## src/rtl/register_scoreboard_pkg.sv

```systemverilog
// Shared widths and types for the register scoreboard: register index width and
// pending-write counter width derived from the default configuration.
package register_scoreboard_pkg;

    localparam int DEFAULT_NUM_REGS     = 32;
    localparam int DEFAULT_MAX_INFLIGHT = 3;

    function automatic int reg_idx_w(input int num_regs);
        return (num_regs > 1) ? $clog2(num_regs) : 1;
    endfunction

    function automatic int sb_cnt_w(input int max_inflight);
        return $clog2(max_inflight + 1);
    endfunction

    localparam int REG_IDX_W = reg_idx_w(DEFAULT_NUM_REGS);
    localparam int SB_CNT_W  = sb_cnt_w(DEFAULT_MAX_INFLIGHT);

    typedef logic [REG_IDX_W-1:0] reg_idx_t;
    typedef logic [SB_CNT_W-1:0]  scoreboard_cnt_t;

endpackage

```

## src/rtl/register_scoreboard_sb_counter.sv

```systemverilog
// One saturating up/down counter. Inc and dec in the same cycle cancel; a
// decrement at zero is dropped and flagged on underflow_o for that cycle.
module sb_counter
    import register_scoreboard_pkg::*;
#(
    parameter int MAX_VAL = DEFAULT_MAX_INFLIGHT,
    parameter int CNT_W   = sb_cnt_w(MAX_VAL)
) (
    input  logic             clk,
    input  logic             rst_n,
    input  logic             inc_i,
    input  logic             dec_i,
    output logic [CNT_W-1:0] cnt_o,
    output logic             underflow_o
);

    logic [CNT_W-1:0] cnt_q;
    logic [CNT_W-1:0] cnt_d;
    logic             dec_ok;

    always_comb begin
        cnt_d       = cnt_q;
        underflow_o = dec_i & (cnt_q == '0);
        dec_ok      = dec_i & ~underflow_o;
        case ({inc_i, dec_ok})
            2'b10: if (cnt_q != CNT_W'(MAX_VAL)) cnt_d = cnt_q + CNT_W'(1);
            2'b01: cnt_d = cnt_q - CNT_W'(1);
            default: cnt_d = cnt_q;
        endcase
    end

    always_ff @(posedge clk or negedge rst_n) begin
        if (!rst_n) cnt_q <= '0;
        else        cnt_q <= cnt_d;
    end

    assign cnt_o = cnt_q;

endmodule

```

## src/rtl/register_scoreboard.sv

```systemverilog
// Per-register pending-write scoreboard gating decode->execute issue; stalls on
// pending loads (FORWARDING=1) or on any pending write (FORWARDING=0).
module register_scoreboard
    import register_scoreboard_pkg::*;
#(
    parameter int NUM_REGS       = DEFAULT_NUM_REGS,
    parameter int NUM_READ_PORTS = 2,
    parameter int MAX_INFLIGHT   = DEFAULT_MAX_INFLIGHT,
    parameter int FORWARDING     = 1
) (
    input  logic                                        clk,
    input  logic                                        rst,
    input  logic                                        issue_valid,
    output logic                                        issue_ready,
    input  logic [$clog2(NUM_REGS)-1:0]                 issue_rd,
    input  logic                                        issue_rd_we,
    input  logic                                        issue_is_load,
    input  logic [NUM_READ_PORTS*$clog2(NUM_REGS)-1:0]  issue_rs,
    input  logic [NUM_READ_PORTS-1:0]                   issue_rs_used,
    input  logic                                        load_done_valid,
    input  logic [$clog2(NUM_REGS)-1:0]                 load_done_rd,
    input  logic                                        retire_valid,
    input  logic [$clog2(NUM_REGS)-1:0]                 retire_rd,
    output logic [NUM_REGS-1:0]                         busy,
    output logic                                        stall_raw,
    output logic                                        stall_waw,
    output logic                                        underflow_err
);

    localparam int IDX_W = $clog2(NUM_REGS);
    localparam int CNT_W = sb_cnt_w(MAX_INFLIGHT);

    logic [NUM_REGS-1:0] pend_nz;
    logic [NUM_REGS-1:0] lpend_nz;
    logic [NUM_REGS-1:0] pend_full;
    logic [NUM_REGS-1:0] uf_vec;
    logic                raw_hazard;
    logic                waw_sat;
    logic                issue_fire;
    logic [IDX_W-1:0]    rs_idx;
    logic                underflow_err_q;
    logic                underflow_err_d;

    // Hazards look only at registered counts; same-cycle drains take effect next cycle.
    always_comb begin
        raw_hazard = 1'b0;
        rs_idx     = '0;
        for (int p = 0; p < NUM_READ_PORTS; p++) begin
            rs_idx = issue_rs[p*IDX_W +: IDX_W];
            if (issue_rs_used[p] && (rs_idx != '0)) begin
                if (FORWARDING != 0) raw_hazard = raw_hazard | lpend_nz[rs_idx];
                else                 raw_hazard = raw_hazard | pend_nz[rs_idx];
            end
        end
    end

    assign waw_sat     = issue_rd_we & (issue_rd != '0) & pend_full[issue_rd];
    assign issue_ready = ~raw_hazard & ~waw_sat;
    assign stall_raw   = issue_valid & raw_hazard;
    assign stall_waw   = issue_valid & waw_sat;
    assign issue_fire  = issue_valid & issue_ready & issue_rd_we & (issue_rd != '0);

    for (genvar r = 0; r < NUM_REGS; r++) begin : g_reg
        if (r == 0) begin : g_zero
            assign pend_nz[r]   = 1'b0;
            assign lpend_nz[r]  = 1'b0;
            assign pend_full[r] = 1'b0;
            assign uf_vec[r]    = 1'b0;
        end else begin : g_track
            logic [CNT_W-1:0] pend_cnt;
            logic [CNT_W-1:0] lpend_cnt;
            logic             pend_uf;
            logic             lpend_uf;
            logic             hit_issue;
            logic             hit_retire;
            logic             hit_load;

            assign hit_issue  = issue_fire & (issue_rd == IDX_W'(r));
            assign hit_retire = retire_valid & (retire_rd == IDX_W'(r));
            assign hit_load   = load_done_valid & (load_done_rd == IDX_W'(r));

            sb_counter #(.MAX_VAL(MAX_INFLIGHT), .CNT_W(CNT_W)) u_pend (
                .clk        (clk),
                .rst_n      (rst),
                .inc_i      (hit_issue),
                .dec_i      (hit_retire),
                .cnt_o      (pend_cnt),
                .underflow_o(pend_uf)
            );

            sb_counter #(.MAX_VAL(MAX_INFLIGHT), .CNT_W(CNT_W)) u_lpend (
                .clk        (clk),
                .rst_n      (rst),
                .inc_i      (hit_issue & issue_is_load),
                .dec_i      (hit_load),
                .cnt_o      (lpend_cnt),
                .underflow_o(lpend_uf)
            );

            assign pend_nz[r]   = |pend_cnt;
            assign lpend_nz[r]  = |lpend_cnt;
            assign pend_full[r] = (pend_cnt == CNT_W'(MAX_INFLIGHT));
            assign uf_vec[r]    = pend_uf | lpend_uf;
        end
    end

    assign underflow_err_d = underflow_err_q | (|uf_vec);

    always_ff @(posedge clk or negedge rst) begin
        if (!rst) underflow_err_q <= 1'b0;
        else      underflow_err_q <= underflow_err_d;
    end

    assign underflow_err = underflow_err_q;
    assign busy          = pend_nz;

endmodule

```

## config.mk

```make
export PLATFORM = sky130hd
export DESIGN_NAME = register_scoreboard
export DESIGN_NICKNAME = d
export VERILOG_FILES = /design/src/rtl/register_scoreboard_pkg.sv /design/src/rtl/register_scoreboard_sb_counter.sv /design/src/rtl/register_scoreboard.sv
export SDC_FILE = /design/constraint.sdc
export NUM_CORES = 1
export LEC_CHECK = 0
export CELL_PAD_IN_SITES_DETAIL_PLACEMENT = 1
export CELL_PAD_IN_SITES_GLOBAL_PLACEMENT = 1
export CORE_MARGIN = 10
export CORE_UTILIZATION = 41
export DETAILED_ROUTE_END_ITERATION = 10
export PLACE_DENSITY = 0.87
export SYNTH_ARGS = -nofsm -noshare
export SYNTH_HDL_FRONTEND = slang
export SYNTH_SLANG_ARGS = --single-unit
```

## constraint.sdc

```tcl
create_clock -name clk -period 3.2 [get_ports clk]
set_clock_uncertainty 0.2 [all_clocks]
set_input_delay 0.64 -clock clk [delete_from_list [all_inputs] [get_ports clk]]
set_output_delay 0.64 -clock clk [all_outputs]
set_load 0.02 [all_outputs]
```

==> run metrics, run 1 <==
outcome=did not finish; Stopped at=global routing (5_1_grt); error msg=[ERROR GRT-0232] Routing congestion too high. Check the congestion heatmap in the GUI.; Worst EP kind=register data pin; Cell Rows=57; Top FF cell, synth=dfrtp_1; I/O pin count=70; clock tree sinks=125; EDFF count, synth=0; Mapped Nets=approximately 1.4k; post-detail-place hpwl=between 40,000 and 50,000 µm; Async SR Flop Fraction=1.00; CTS Buf Count=17; post-synth top area share=0.311; Clock Tree Buf Depth=2; total gr overflow=790; Mapped Avg Cell Area=7.62 µm²; Cells after Synth=between 1k and 1.5k; root buffer cell=clkbuf_16; register bit total from synthesis=125; top-count cell post-synth=nand2_1; H-tree Lvls=4; mapped cell area=a little over 0.01 mm²; GPL Wtd Cong=1.01; largest net degree at the start of global routing=57; Synth area leader=dfrtp_1; Synth area leaders=dfrtp_1, nand2_1, nor2_1; Vert. Die Dim=177 µm; die width=177 µm; initial core utilization=0.415; input/output buffers=68; gr usage total=0.793; commonest cells in the netlist=nand2_1, nor2_1, dfrtp_1; Synth cell types=83; synth warn=0; post-synthesis sequential area ratio=0.311; worst_ep grt=g_reg[4].g_track.u_lpend.cnt_o[1]$_DFFE_PN0P_/D
-- cell families after synthesis --
| group | synth area share |
|---|---|
| AND/OR/NAND/NOR | 0.316 |
| AO/OA/AOI/OAI | 0.255 |
| flip-flops | 0.311 |
| buffers and inverters | 0.0425 |
| multiplexers | 0.0547 |
| XOR/XNOR | 0.0209 |
| other | 0.000372 |
-- repair_timing --
action                                  4_1_cts
resized for setup                           270
pin swaps                                    71
cloned                                        7
endpoints found under the setup margin      126
hold buffers                                  1
endpoints found under the hold margin         7
setup buffers                                35
-- metrics by stage --
| step | util | setup WS (ns) | instance area (µm²) | std cells | setup TNS [ns] |
|---|---|---|---|---|---|
| after CTS | 0.647 | -0.170 | 15700 | 2087 | -2.84 |
| after detailed placement | 0.567 | -1.17 | 13700 | 2014 | -116.35 |
| after global placement | 0.567 | -1.06 | 13700 | 2014 | -89.38 |
| after floorplan | - | -0.221 | 10300 | 1321 | -4.36 |
-- layer usage --
layer	track usage	GRT overflow
met1	0.749	12
met2	0.966	538
met3	0.656	9
met4	0.860	227
met5	0.301	4
==> run 2, diff against run 1 <==
--- a/config.mk
+++ b/config.mk
@@ -5,12 +5,10 @@
 export SDC_FILE = /design/constraint.sdc
 export NUM_CORES = 1
 export LEC_CHECK = 0
-export CELL_PAD_IN_SITES_DETAIL_PLACEMENT = 1
-export CELL_PAD_IN_SITES_GLOBAL_PLACEMENT = 1
 export CORE_MARGIN = 10
-export CORE_UTILIZATION = 41
+export CORE_UTILIZATION = 40
 export DETAILED_ROUTE_END_ITERATION = 10
-export PLACE_DENSITY = 0.87
+export PLACE_DENSITY_LB_ADDON = 0.15
 export SYNTH_ARGS = -nofsm -noshare
 export SYNTH_HDL_FRONTEND = slang
 export SYNTH_SLANG_ARGS = --single-unit
==> constraint.sdc (replaced) <==
create_clock -name clk -period 4.2 [get_ports clk]
set_clock_uncertainty 0.2 [all_clocks]
set_input_delay 0.84 -clock clk [delete_from_list [all_inputs] [get_ports clk]]
set_output_delay 0.84 -clock clk [all_outputs]
set_load 0.02 [all_outputs]
==> run metrics, run 2 <==
worst path bufs/invs=4; post-synth top area share=0.311 (unchanged); # fillers=2,480; fin crit period=around 4.2 ns; area grow syn2layout=26.6%; area occupied by registers=0.00313 mm²; Post-Synth XOR/XNOR Area=0.0209 (unchanged); Worst path max stage delay=about 0.45 ns; grt peak-use layer=met2; outcome=complete, but fails checks (was did not finish); post-detail-place hpwl=31,100 µm (was 41,400 µm); GRT met1 Usage=0.315; # diodes=0; Synth Area in Adders=0 (unchanged); setup total negative slack=-0.0472 ns; post-synthesis sequential area ratio=0.311 (unchanged); clock network power share=0.440; input/output buffers=68 (unchanged); Core ar.=between 0.02 and 0.025 mm²; drt total wl=39,900 µm; final hold viol count=0; Mapped Nets=1,355 (unchanged); Cell Rows=58 (was 57); Slew HR=0.486; Cell Pwr Density=287 mW/mm²; full die area=0.0319 mm²; share of post-route cells with drive strength above 1=0.181; CP startpoint kind=input pin; leakage power=5.13 nW; drt wl/cell=21.6 µm; residual DRC count=0; Slew Limit Fails=0; Synth Area in Simple Gates=0.316 (unchanged); Setup Viol. Count Final=2; sw frac=0.310; initial core utilization=0.403 (was 0.415); Mapped Avg Cell Area=7.62 µm² (unchanged); logic gate share of total power=0.195; largest net degree at the start of global routing=75; Initial DRT Pass Iterations=5; Vias/cell=6.03; I/O pin count=70 (unchanged); hold buffers post-CTS=0 (was 1); Setup CP Type=input pin to output port; top-count cell post-synth=nand2_1 (unchanged); GPL Wtd Cong=0.966 (was 1.01); post-synthesis compound-gate area fraction=0.255 (unchanged); Top FF cell, synth=dfrtp_1 (unchanged); root buffer cell=clkbuf_16 (unchanged); Critical Path Fanout Max=13; vias post-DR=11.1k; initial antenna violation count=1; gr usage total=0.248; Tcrit/Tclk final=1.01; placed cell count=1,815 (was 2,014); clk_lat worst skew=0.44 ns; Clock Tree Buf Depth=2 (unchanged); Worst Path Arrival=about 3.2 ns; Cells after Synth=1,321 (unchanged); Critical Path Slowest Stage Cell=clkdlybuf4s50_1; Setup WS post-layout=-0.0344 ns; Worst EP required=3.16 ns; Synth cell types=83 (unchanged); Synth area leaders=dfrtp_1, nand2_1, nor2_1 (unchanged); initial DRC count=1,352; H-tree Lvls=4 (unchanged); Multi-input gate area=0.00659 mm²; mapped cell area=0.0101 mm² (unchanged); vias in the first global route=10.3k; GRT met2 Usage=0.384; clock tree sinks=125 (unchanged); commonest cells in the netlist=nand2_1, nor2_1, dfrtp_1 (unchanged); CTS Buf Count=17 (unchanged); endpoint type of the worst setup path=output port; total gr overflow=0; f_max=236 MHz; Final Non-Filler Cells=1,847; CTS tree=built; critical path's top delay family=buffers and inverters; RSZ-0062 raised after global routing=true; Net Switching=0.00114 W; cells along the critical path=clkdlybuf4s50_1 > buf_12 > buf_12 > nand2b_1 > nor3_2 > a221o_1 > a2111oi_4 > o32a_4 > and3_1 > and2_1 > buf_4; Flop pwr share=0.365; Nets=1,538; multiplexer share of the synthesized area=0.0547 (unchanged); leading cell types in the layout, fill and taps excluded=nand2_1, nor2_1, buf_4; Worst-Margin Slew=0.769 ns; EDFF count, synth=0 (unchanged); number of nets still failing antenna checks after routing=0; internal power=0.00253 W; maxcap violations=0; failing checks=setup timing; Critical Path Most Common Cell=buf_12; die width=179 µm (was 177 µm); register bit total from synthesis=125 (unchanged); hold crit path type=input pin to async pin; Synth area leader=dfrtp_1 (unchanged); clock-pin slew on the worst setup and hold paths=0.07 ns; most common cell after layout, fill and taps aside=nand2_1; Async SR Flop Fraction=1.00 (unchanged); first-pass GRT wire length=~60,000 µm; met3 Usage GRT=0.0688; Vert. Die Dim=179 µm (was 177 µm); Worst VDD drop=0.000183 V; synth warn=0 (unchanged); largest family of logic cells by synthesized area=simple AND/OR/NAND/NOR gates (unchanged)
-- run 2: logic make-up (layout without fill, tap and decap cells) --
group / count (synthesis) / after routing
AO/OA/AOI/OAI: 385 / 385
flip-flops: 125 / 125
buffers and inverters: 94 / 290
AND/OR/NAND/NOR: 657 / 657
other: 1 / 1
multiplexers: 35 / 35
XOR/XNOR: 24 / 24
-- run 2: path summary, 6_finish.rpt --
check,depth (start not counted),to,start,slack [ns]
max reg2reg,11,g_reg[25].g_track.u_pend.cnt_o[0]$_DFFE_PN0P_,g_reg[27].g_track.u_lpend.cnt_o[1]$_DFFE_PN0P_,0.50
min reg2reg,1,g_reg[31].g_track.u_lpend.cnt_o[0]$_DFFE_PN0P_,g_reg[31].g_track.u_lpend.cnt_o[0]$_DFFE_PN0P_,0.31
min,1,g_reg[25].g_track.u_lpend.cnt_o[1]$_DFFE_PN0P_,rst,0.24
max,11,stall_waw,issue_rd[1],-0.03
min in group clk,1,g_reg[31].g_track.u_lpend.cnt_o[0]$_DFFE_PN0P_,g_reg[31].g_track.u_lpend.cnt_o[0]$_DFFE_PN0P_,0.31
max in group asynchronous,2,g_reg[4].g_track.u_lpend.cnt_o[0]$_DFFE_PN0P_,rst,2.68
-- run 2: worst register-to-register path, delay by kind of cell (launching register included) --
kind	cells	cell delay [ns]
AND/OR/NAND/NOR	3	1.40
AO/OA/AOI/OAI	4	0.72
flip-flops	1	0.42
buffers and inverters	2	0.42
multiplexers	2	0.42
-- run 2: metrics by stage --
stage / total power (W) / worst slack, ns / util / cell area [µm²] / hold WS, ns
2_1_floorplan: 0.00170 / 0.180 / - / 10100 / 0.273
3_3_place_gp: 0.00204 / -0.559 / 0.483 / 12100 / 0.299
4_1_cts: 0.00366 / -0.0186 / 0.509 / 12700 / 0.274
5_1_grt: 0.00379 / -0.104 / 0.511 / 12700 / 0.299
6_report: 0.00366 / -0.0344 / 0.511 / 12700 / 0.238
3_5_place_dp: 0.00205 / -0.562 / 0.483 / 12100 / 0.302
-- run 2: what timing repair did --
item,CTS,global route
cloned,0,0
buffers inserted,0,0
pin swaps,1,2
endpoints found under the setup margin,3,5
gates resized for setup,19,13
-- run 2: final cells by class --
type                       count  share of cell area
clock buffer                  19              0.0355
clock inverter                13              0.0129
inverter                      45              0.0132
multi-input combinational   1102               0.517
sequential                   125               0.245
tap                          330              0.0324
timing repair buffer         213               0.144
-- run 2: layer usage --
metal | wire length [µm] | share of wire | vias up
li1 | - | - | 5231
met1 | 16700 | 0.42 | 5283
met2 | 18000 | 0.45 | 520
met3 | 3580 | 0.090 | 96
met4 | 1680 | 0.042 | 2
met5 | 7 | 0.00018 | -
-- run 2: power groups by stage --
stage / registers [W] / clock network, W / logic (W)
after CTS: 0.00133 / 0.00163 / 0.000695
final: 0.00134 / 0.00161 / 0.000714
after floorplan: 0.00134 / 0 / 0.000368
after global routing: 0.00135 / 0.00168 / 0.000763
after detailed placement: 0.00135 / 0 / 0.000691
after global placement: 0.00135 / 0 / 0.000684
No activity file was read; power rests on OpenSTA's default activity.
==> run 3, diff against run 2 <==
--- a/config.mk
+++ b/config.mk
@@ -8,6 +8,7 @@
 export CORE_MARGIN = 10
 export CORE_UTILIZATION = 40
 export DETAILED_ROUTE_END_ITERATION = 10
+export GPL_ROUTABILITY_DRIVEN = 1
 export PLACE_DENSITY_LB_ADDON = 0.15
 export SYNTH_ARGS = -nofsm -noshare
 export SYNTH_HDL_FRONTEND = slang
==> results of run 3 <==
Final layout, timing and power as in run 2 (identical DEF).
